$ cat src/rtl/debug_view_manager.sv
// Debug-display selector: picks one debug source with the joypad, can auto-cycle
// through sources every AUTO_FRAMES frames, and can freeze a snapshot on screen.
module debug_view_manager #(
  parameter int NUM_SYSTEMS  = 4,
  parameter int NUM_CHANNELS = 4,
  parameter int DATA_WIDTH   = 64,
  parameter int WRAP_SELECT  = 0,
  parameter int AUTO_FRAMES  = 60
) (
  input  logic                                         clock,
  input  logic                                         reset,
  input  logic                                         inJoypadUp_tick,
  input  logic                                         inJoypadDown_tick,
  input  logic                                         inJoypadMode_tick,
  input  logic                                         inJoypadFreeze_tick,
  input  logic                                         inFrameTick,
  input  logic [7:0]                                   statusInfo,
  input  logic [NUM_SYSTEMS*NUM_CHANNELS*DATA_WIDTH-1:0] inDebug,
  output logic [DATA_WIDTH-1:0]                        outStatus,
  output logic [NUM_CHANNELS*DATA_WIDTH-1:0]           outDebug,
  output logic [7:0]                                   outSelected,
  output logic                                         outFrozen,
  output logic                                         outAutoCycle
);

  localparam logic [7:0]  MAX_SEL     = 8'(NUM_SYSTEMS - 1);
  localparam logic [15:0] AUTO_TARGET = 16'(AUTO_FRAMES);

  logic [7:0]                         r_sel;
  logic                               r_frozen;
  logic                               r_auto;
  logic [15:0]                        r_frameCount;
  logic [DATA_WIDTH-1:0]              r_snap [NUM_CHANNELS];
  logic [NUM_CHANNELS*DATA_WIDTH-1:0] r_outDebug;
  logic [DATA_WIDTH-1:0]              r_outStatus;

  logic [7:0]                         w_selUp;
  logic [7:0]                         w_selDown;
  logic [7:0]                         w_selWrapUp;
  logic [7:0]                         w_selNext;
  logic                               w_frozenNext;
  logic                               w_autoNext;
  logic                               w_capture;
  logic [15:0]                        w_frameInc;
  logic [15:0]                        w_frameNext;
  logic [DATA_WIDTH-1:0]              w_live [NUM_CHANNELS];
  logic [DATA_WIDTH-1:0]              w_snapNext [NUM_CHANNELS];
  logic [NUM_CHANNELS*DATA_WIDTH-1:0] w_debugNext;
  logic [DATA_WIDTH-1:0]              w_statusNext;

  // Auto-cycle always wraps; manual stepping wraps or saturates per WRAP_SELECT.
  assign w_selUp     = (r_sel >= MAX_SEL) ? ((WRAP_SELECT != 0) ? 8'd0 : r_sel) : r_sel + 8'd1;
  assign w_selWrapUp = (r_sel >= MAX_SEL) ? 8'd0 : r_sel + 8'd1;
  assign w_selDown   = (r_sel == 8'd0) ? ((WRAP_SELECT != 0) ? MAX_SEL : 8'd0) : r_sel - 8'd1;
  assign w_frameInc  = r_frameCount + 16'd1;

  always_comb begin
    w_selNext    = r_sel;
    w_frozenNext = r_frozen;
    w_autoNext   = r_auto;
    w_frameNext  = r_frameCount;
    w_capture    = 1'b0;
    if (inJoypadFreeze_tick) begin
      w_frozenNext = ~r_frozen;
      w_capture    = ~r_frozen;
    end else if (!r_frozen) begin
      if (inJoypadMode_tick) begin
        w_autoNext  = ~r_auto;
        w_frameNext = 16'd0;
      end else if (inJoypadUp_tick || inJoypadDown_tick) begin
        w_selNext = inJoypadUp_tick ? w_selUp : w_selDown;
        if (r_auto) begin
          w_autoNext  = 1'b0;
          w_frameNext = 16'd0;
        end
      end else if (r_auto && inFrameTick) begin
        if (w_frameInc == AUTO_TARGET) begin
          w_selNext   = w_selWrapUp;
          w_frameNext = 16'd0;
        end else begin
          w_frameNext = w_frameInc;
        end
      end
    end
  end

  always_comb begin
    for (int c = 0; c < NUM_CHANNELS; c++) begin
      w_live[c] = '0;
      for (int s = 0; s < NUM_SYSTEMS; s++) begin
        if (r_sel == 8'(s)) begin
          w_live[c] = inDebug[(s*NUM_CHANNELS + c)*DATA_WIDTH +: DATA_WIDTH];
        end
      end
    end
  end

  // The snapshot is taken from this cycle's live data, so it shows on the very next cycle.
  always_comb begin
    w_debugNext = '0;
    for (int c = 0; c < NUM_CHANNELS; c++) begin
      w_snapNext[c] = w_capture ? w_live[c] : r_snap[c];
      w_debugNext[c*DATA_WIDTH +: DATA_WIDTH] = w_frozenNext ? w_snapNext[c] : w_live[c];
    end
  end

  always_comb begin
    w_statusNext                          = '0;
    w_statusNext[7:0]                     = statusInfo;
    w_statusNext[8]                       = w_frozenNext;
    w_statusNext[9]                       = w_autoNext;
    w_statusNext[DATA_WIDTH-1 -: 8]       = w_selNext;
  end

  always_ff @(posedge clock) begin
    if (reset) begin
      r_sel        <= '0;
      r_frozen     <= 1'b0;
      r_auto       <= 1'b0;
      r_frameCount <= '0;
      r_outDebug   <= '0;
      r_outStatus  <= '0;
      for (int c = 0; c < NUM_CHANNELS; c++) begin
        r_snap[c] <= '0;
      end
    end else begin
      r_sel        <= w_selNext;
      r_frozen     <= w_frozenNext;
      r_auto       <= w_autoNext;
      r_frameCount <= w_frameNext;
      r_outDebug   <= w_debugNext;
      r_outStatus  <= w_statusNext;
      for (int c = 0; c < NUM_CHANNELS; c++) begin
        r_snap[c] <= w_snapNext[c];
      end
    end
  end

  assign outStatus    = r_outStatus;
  assign outDebug     = r_outDebug;
  assign outSelected  = r_sel;
  assign outFrozen    = r_frozen;
  assign outAutoCycle = r_auto;

endmodule
$ cat config.mk
export PLATFORM = sky130hd
export DESIGN_NAME = debug_view_manager
export DESIGN_NICKNAME = d
export VERILOG_FILES = /design/src/rtl/debug_view_manager.sv
export SDC_FILE = /design/constraint.sdc
export NUM_CORES = 1
export LEC_CHECK = 0
export BUFFER_PORTS_ARGS = -buffer_cell sky130_fd_sc_hd__buf_2
export CAP_MARGIN = 0
export CELL_PAD_IN_SITES_DETAIL_PLACEMENT = 1
export CELL_PAD_IN_SITES_GLOBAL_PLACEMENT = 2
export CORE_AREA = 8 8 527 529
export DETAILED_ROUTE_END_ITERATION = 16
export DIE_AREA = 0 0 535 537
export PLACE_DENSITY_LB_ADDON = 0.1
export SYNTH_ARGS = -nofsm -noshare
export SYNTH_HDL_FRONTEND = slang
export SYNTH_SLANG_ARGS = --single-unit
$ cat constraint.sdc
create_clock -name clock -period 6.35 [get_ports clock]
set_clock_uncertainty 0.15 [all_clocks]
set_input_delay 0.9525 -clock clock [delete_from_list [all_inputs] [get_ports clock]]
set_output_delay 0.9525 -clock clock [all_outputs]
set_load 0.005 [all_outputs]
==> metrics.csv, run 1 <==
metric,value,unit
status,completed,
grt_usage,14.86,%
fmax,276.1,MHz
post_dp_cell_area,0.03734,mm²
synth_edf_count,0,
avgSynthCellArea,7.795,µm²
worst_setup_path_end_kind,flop,
drc_errors,0,
dr.first_iter.drc_count,1526,
nFillCells,32120,
syn-cell-area,0.02700,mm²
min_period_over_period,57.04,%
rsz0062_at_grt,false,
cp.arrival,4.02,ns
r2r_slack,2.73,ns
intPower,7.907,mW
cts.sinks,546,
synthDistinctLibCells,60,
synth_seq_cells,546,
port_buffers,1322,
cp-start-kind,flop,
switching_share,34.46,%
crit_slowest_cell,nand3_4,
hpwl,169000,µm
critPathTopFamily,buffers and inverters,
slew_viol_final,0,
synth_ff_type,dfxtp_1,
antenna_found_initial,199,
area_growth,49.94,%
synth_commonest_cells,"nor2_1 (1,033), dfxtp_1 (546), a21oi_1 (521)",
fin_area,0.04049,mm²
synth_seq_area_share,40.48,%
period_minus_slack,3.622,ns
drtPass1Iterations,5,
critPathBufInv,3,
drive_above_1_share,33.62,%
crit_type,reg -> reg,
post_cts_buffers,0,
crit_fanout,79,
leakage,16.99,nW
fin_tns_setup,0,ns
die_width,535,µm
vias,33010,
grt_max_degree,151,
insertion_delay,0.71,ns
drv_cap,0,
io_pins,1369,
power.total,12.06,mW
powerDensity,298.0,mW/mm²
peakVddDrop,0.1830,mV
drt-total-wl,227000,µm
hold_slack,0.3097,ns
fp-row-count,191,
hold_path.class,in -> reg,
cts_resized,0,
worst-endpoint-required,6.75,ns
yosysWarnings,0,
setup_violations,0,
wire_per_inst,27.37,µm
crit_path_cell_trace,inv_1 > ha_4 > buf_4 > nand3_4 > buf_12 > o221ai_1 > a21oi_1,
htreeDepth,3,
worst_pin_slew,1.075,ns
switching_power,4.158,mW
clockBufferDepth,3,
vias_per_cell,3.981,
initial_core_util,10.03,%
die-height,537,µm
netlist_instances,3464,
dieArea,0.2873,mm²
gp_congestion,0.7677,
max_stage_delay,0.63,ns
comb_power_share,24.2,%
grt_pass1_wl,303200,µm
drtAntennaViolNets,0,
synth.top_cell.area_share,40.48,%
hold_violations,0,
nNetsFinal,5630,
numCtsBuffers,89,
ctsHoldBuffers,0,
synth_top_area_cell,dfxtp_1,
cts.clk_slew.worst_paths,0.06,ns
async_reset_ff_share,0,%
seqPwrFrac,33.4,%
yosysMostFrequentCell,nor2_1,
grt-ovfl-total,0,
cts_tree,yes,
root_buffer,clkbuf_16,
maxSlewHeadroom,28.32,%
grt_pass1_vias,35080,
core,0.2693,mm²
clockPowerShare,42.4,%
ys_top_cells_by_area,"dfxtp_1 (40%), o221ai_1 (17%), nor2_1 (14%), a21oi_1 (9.7%), a22oi_1 (7.1%)",
[power groups by stage]
stage	Sequential (mW)	Clock, mW	Combinational (mW)
after global routing	4.08	5.52	3.24
after global placement	4.11	0	3.03
after floorplan	4.09	0	1.32
after CTS	4.05	5.41	3.04
final	4.03	5.11	2.92
after detailed placement	4.11	0	3.03
[per-layer routing]
metal	share of wire, %	up-vias	global-route usage [%]
met5	0.34	-	0
met4	3.9	122	6.082
met3	8.4	447	5.533
met2	47	1278	24.92
met1	40	16010	17.05
li1	-	15160	-
[final cells by class]
class / count / area [µm²] / area share (%)
multi-input combinational: 2545 / 14370 / 35.50
timing repair buffer: 1392 / 7540 / 18.62
antenna: 74 / 185.2 / 0.4574
tap: 3570 / 4467 / 11.03
inverter: 9 / 33.78 / 0.08344
sequential: 546 / 10930 / 27.00
clock buffer: 140 / 2759 / 6.814
clock inverter: 17 / 197.7 / 0.4883
[flip-flops by register name, indices dropped and copies added, names as in the netlist]
signal,count
r_snap,256
outSelected,8
outStatus,10
outDebug,256
r_frameCount,16
[logic make-up after synthesis]
group,synth area share [%]
muxes,0.2131
buffers and inverters,7.187
AOI/OAI and AO/OA,34.74
other,0.01389
adders and majority gates,0.3707
xor gates and xnor gates,0.1622
DFF,40.48
and+or+nand+nor,16.83
[path summary, 6_finish.rpt]
check | from | to | depth (start not counted)
max | outStatus[8]$_SDFF_PP0_ | r_snap[0][30]$_SDFF_PP0_ | 7
min | statusInfo[4] | outStatus[4]$_SDFF_PP0_ | 2
max reg2reg | outStatus[8]$_SDFF_PP0_ | r_snap[0][30]$_SDFF_PP0_ | 7
min reg2reg | r_frameCount[5]$_SDFFE_PP0P_ | r_frameCount[5]$_SDFFE_PP0P_ | 2
[cells in the final DEF, fill, tap and decap left out, types with 14 or more instances in the layout]
cell and count:
buf_2 1321, nor2_1 1033, dfxtp_1 546, a21oi_1 521
o221ai_1 512, a22oi_1 257, clkbuf_16 89, diode_2 74
conb_1 46, buf_4 39, nand2_1 35, clkbuf_8 34
buf_12 31, clkbuf_1 17, o21ai_0 14
[per-stage QoR]
stage	worst slack, ns	cells	utilization (%)
global placement	2.143	8062	13.87
floorplan	3.760	3509	-
finish	2.728	8293	15.03
detailed placement	2.053	8062	13.87
CTS	2.593	8219	14.96
global route	2.525	8261	15.00
No activity file was read; power rests on OpenSTA's default activity.
==> run 2: changes to the inputs <==
--- a/config.mk
+++ b/config.mk
@@ -9,9 +9,9 @@
 export CAP_MARGIN = 0
 export CELL_PAD_IN_SITES_DETAIL_PLACEMENT = 1
 export CELL_PAD_IN_SITES_GLOBAL_PLACEMENT = 2
-export CORE_AREA = 8 8 527 529
+export CORE_AREA = 8 8 524 526
 export DETAILED_ROUTE_END_ITERATION = 16
-export DIE_AREA = 0 0 535 537
+export DIE_AREA = 0 0 532 534
 export PLACE_DENSITY_LB_ADDON = 0.1
 export SYNTH_ARGS = -nofsm -noshare
 export SYNTH_HDL_FRONTEND = slang
==> constraint.sdc (replaced) <==
create_clock -name clock -period 3 [get_ports clock]
set_clock_uncertainty 0.15 [all_clocks]
set_input_delay 0.45 -clock clock [delete_from_list [all_inputs] [get_ports clock]]
set_output_delay 0.45 -clock clock [all_outputs]
set_load 0.005 [all_outputs]
==> metrics.csv, run 2 (synthesis results as in run 1) <==
metric,value,unit,change
drtAntennaViolNets,0,,unchanged
gp_congestion,0.7783,,+1.4%
maxSlewHeadroom,46.62,%,+18 points
grt_max_degree,96,,-36%
final_cell_mix,"buf_2 (1,321), dlygate4sd3_1 (1,149), nor2_1 (1,033), dfxtp_1 (546), a21oi_1 (521)",,
grt-ovfl-total,0,,unchanged
critPathTopFamily,buffers and inverters,,
cp-start-kind,flop,,
grt_pass1_wl,330300,µm,+8.9%
drc_errors,0,,unchanged
min_period_over_period,98.04,%,+41 points
core,0.2665,mm²,-1.1%
hp-start,inDebug[441],,
powerDensity,521.4,mW/mm²,+75%
switching_share,34.11,%,-0.35 points
numCtsBuffers,90,,+1.1%
vias,37550,,+14%
r2r-start,outSelected[1]$_SDFFE_PP0P_,,
critPathBufInv,4,,+1
clockPowerShare,39.4,%,-3.0 points
cts.clk_slew.worst_paths,0.06,ns,about the same
initial_core_util,10.13,%,+0.11 points
setup_violations,0,,unchanged
r2r_slack,0.06,ns,-2.67 ns
crit_slowest_cell,dlygate4sd3_1,,
fp-row-count,190,,-0.52%
grt_usage,15.85,%,+0.99 points
crit_type,reg -> reg,,
area_growth,97.01,%,
hold_slack,0.07740,ns,-0.2323 ns
period_minus_slack,2.941,ns,-0.6806 ns
nNetsFinal,6883,,+22%
worst-endpoint-required,3.45,ns,-3.30 ns
io_pins,1369,,unchanged
vias_per_cell,3.953,,-0.70%
dieArea,0.2841,mm²,-1.1%
cts.sinks,546,,unchanged
wire_per_inst,25.04,µm,-8.5%
insertion_delay,0.71,ns,about the same
antenna_found_initial,91,,-54%
worst_setup_path_end_kind,flop,,
drv_cap,0,,unchanged
cts_tree,yes,,
comb_power_share,29.7,%,+5.5 points
switching_power,9.461,mW,+130%
fmax,340.0,MHz,+23%
max_stage_delay,0.69,ns,+0.06 ns
dr.first_iter.drc_count,1695,,+11%
post_dp_cell_area,0.03846,mm²,+3.0%
peakVddDrop,0.4968,mV,+170%
hold_path.class,in -> reg,,
status,completed,,
grt_pass1_vias,41560,,+18%
hold_violations,0,,unchanged
fin_area,0.05319,mm²,+31%
root_buffer,clkbuf_16,,
drtPass1Iterations,4,,-1
drt-total-wl,237900,µm,+4.8%
die-height,534,µm,-0.56%
cp-startpoint,outSelected[1]$_SDFFE_PP0P_,,
leakage,22.36,nW,+32%
crit_fanout,32,,-59%
slew_viol_final,0,,unchanged
seqPwrFrac,30.9,%,-2.5 points
htreeDepth,3,,unchanged
rsz0062_at_grt,true,,
crit_path_cell_trace,inv_1 > ha_1 > and3_4 > buf_12 > buf_4 > a22oi_1 > dlygate4sd3_1 > a21oi_1,,
final_common_cell,buf_2,,
hpwl,176000,µm,+4.1%
port_buffers,1322,,unchanged
die_width,532,µm,-0.56%
fin_tns_setup,0,ns,unchanged
cp.arrival,3.39,ns,-0.63 ns
intPower,18.27,mW,+130%
worst_pin_slew,0.8007,ns,-0.2745 ns
drive_above_1_share,28.34,%,-5.3 points
clockBufferDepth,3,,unchanged
[run 2: cell types whose count changed in the layout (fill, tap and decap cells not counted), sizes merged]
cell,delta
dlygate4sd3,+1149
buf,+103
diode,-31
clkinv,+2
bufinv,+1
clkinvlp,+1
inv,-1
[run 2: path summary, 6_finish.rpt]
| check | cells after the start | endpoint |
|---|---|---|
| worst max-delay path | 8 | r_snap[1][13]$_SDFF_PP0_ |
| worst min-delay path | 3 | outDebug[185]$_SDFF_PP0_ |
| worst max register to register | 8 | r_snap[1][13]$_SDFF_PP0_ |
| worst min register to register | 2 | r_frameCount[5]$_SDFFE_PP0P_ |
[run 2: power groups by stage]
stage / clock network, mW / logic [mW] / registers [mW]
5_1_grt: 11.8 / 9.02 / 8.68
3_5_place_dp: 0 / 6.64 / 8.74
6_report: 10.9 / 8.23 / 8.58
3_3_place_gp: 0 / 6.68 / 8.74
4_1_cts: 11.5 / 8.44 / 8.60
2_1_floorplan: 0 / 2.80 / 8.65
[run 2: worst min-delay path: stages]
cell     delay (ns)
buf_2          0.09
a22oi_1        0.12
a21oi_1        0.21
[run 2: layout make-up]
| type | count | area (µm²) |
|---|---|---|
| timing repair buffer | 2644 | 20260 |
| clock buffer | 140 | 2683 |
| fill | 31570 | 213300 |
| antenna | 43 | 107.6 |
| sequential | 546 | 10930 |
| tap | 3552 | 4444 |
| multi-input combinational | 2545 | 14460 |
| inverter | 9 | 33.78 |
| clock inverter | 20 | 275.3 |
[run 2: per-stage QoR]
step	instances	worst slack, ns	utilization (%)	total power [mW]
2_1_floorplan	3509	0.7323	-	11.45
3_3_place_gp	8139	0.2920	14.43	15.42
3_5_place_dp	8139	0.2655	14.43	15.38
4_1_cts	9448	0.001665	19.86	28.58
5_1_grt	9495	-0.05111	19.96	29.46
6_report	9499	0.05879	19.96	27.74
[run 2: what timing repair did]
action,4_1_cts,5_1_grt
setup buffers,0,8
setup endpoints to repair,0,222
hold buffers,1149,0
gates resized for setup,0,18
hold endpoints to repair,517,0
[run 2: routing by layer]
metal  vias up  wire, µm  global-route usage, %
li1      17630         -                      -
met1     18520     99980                  18.67
met2      1118    120200                  29.10
met3       253     12960                  3.871
met4        28      4541                  3.207
met5         -       164                      0
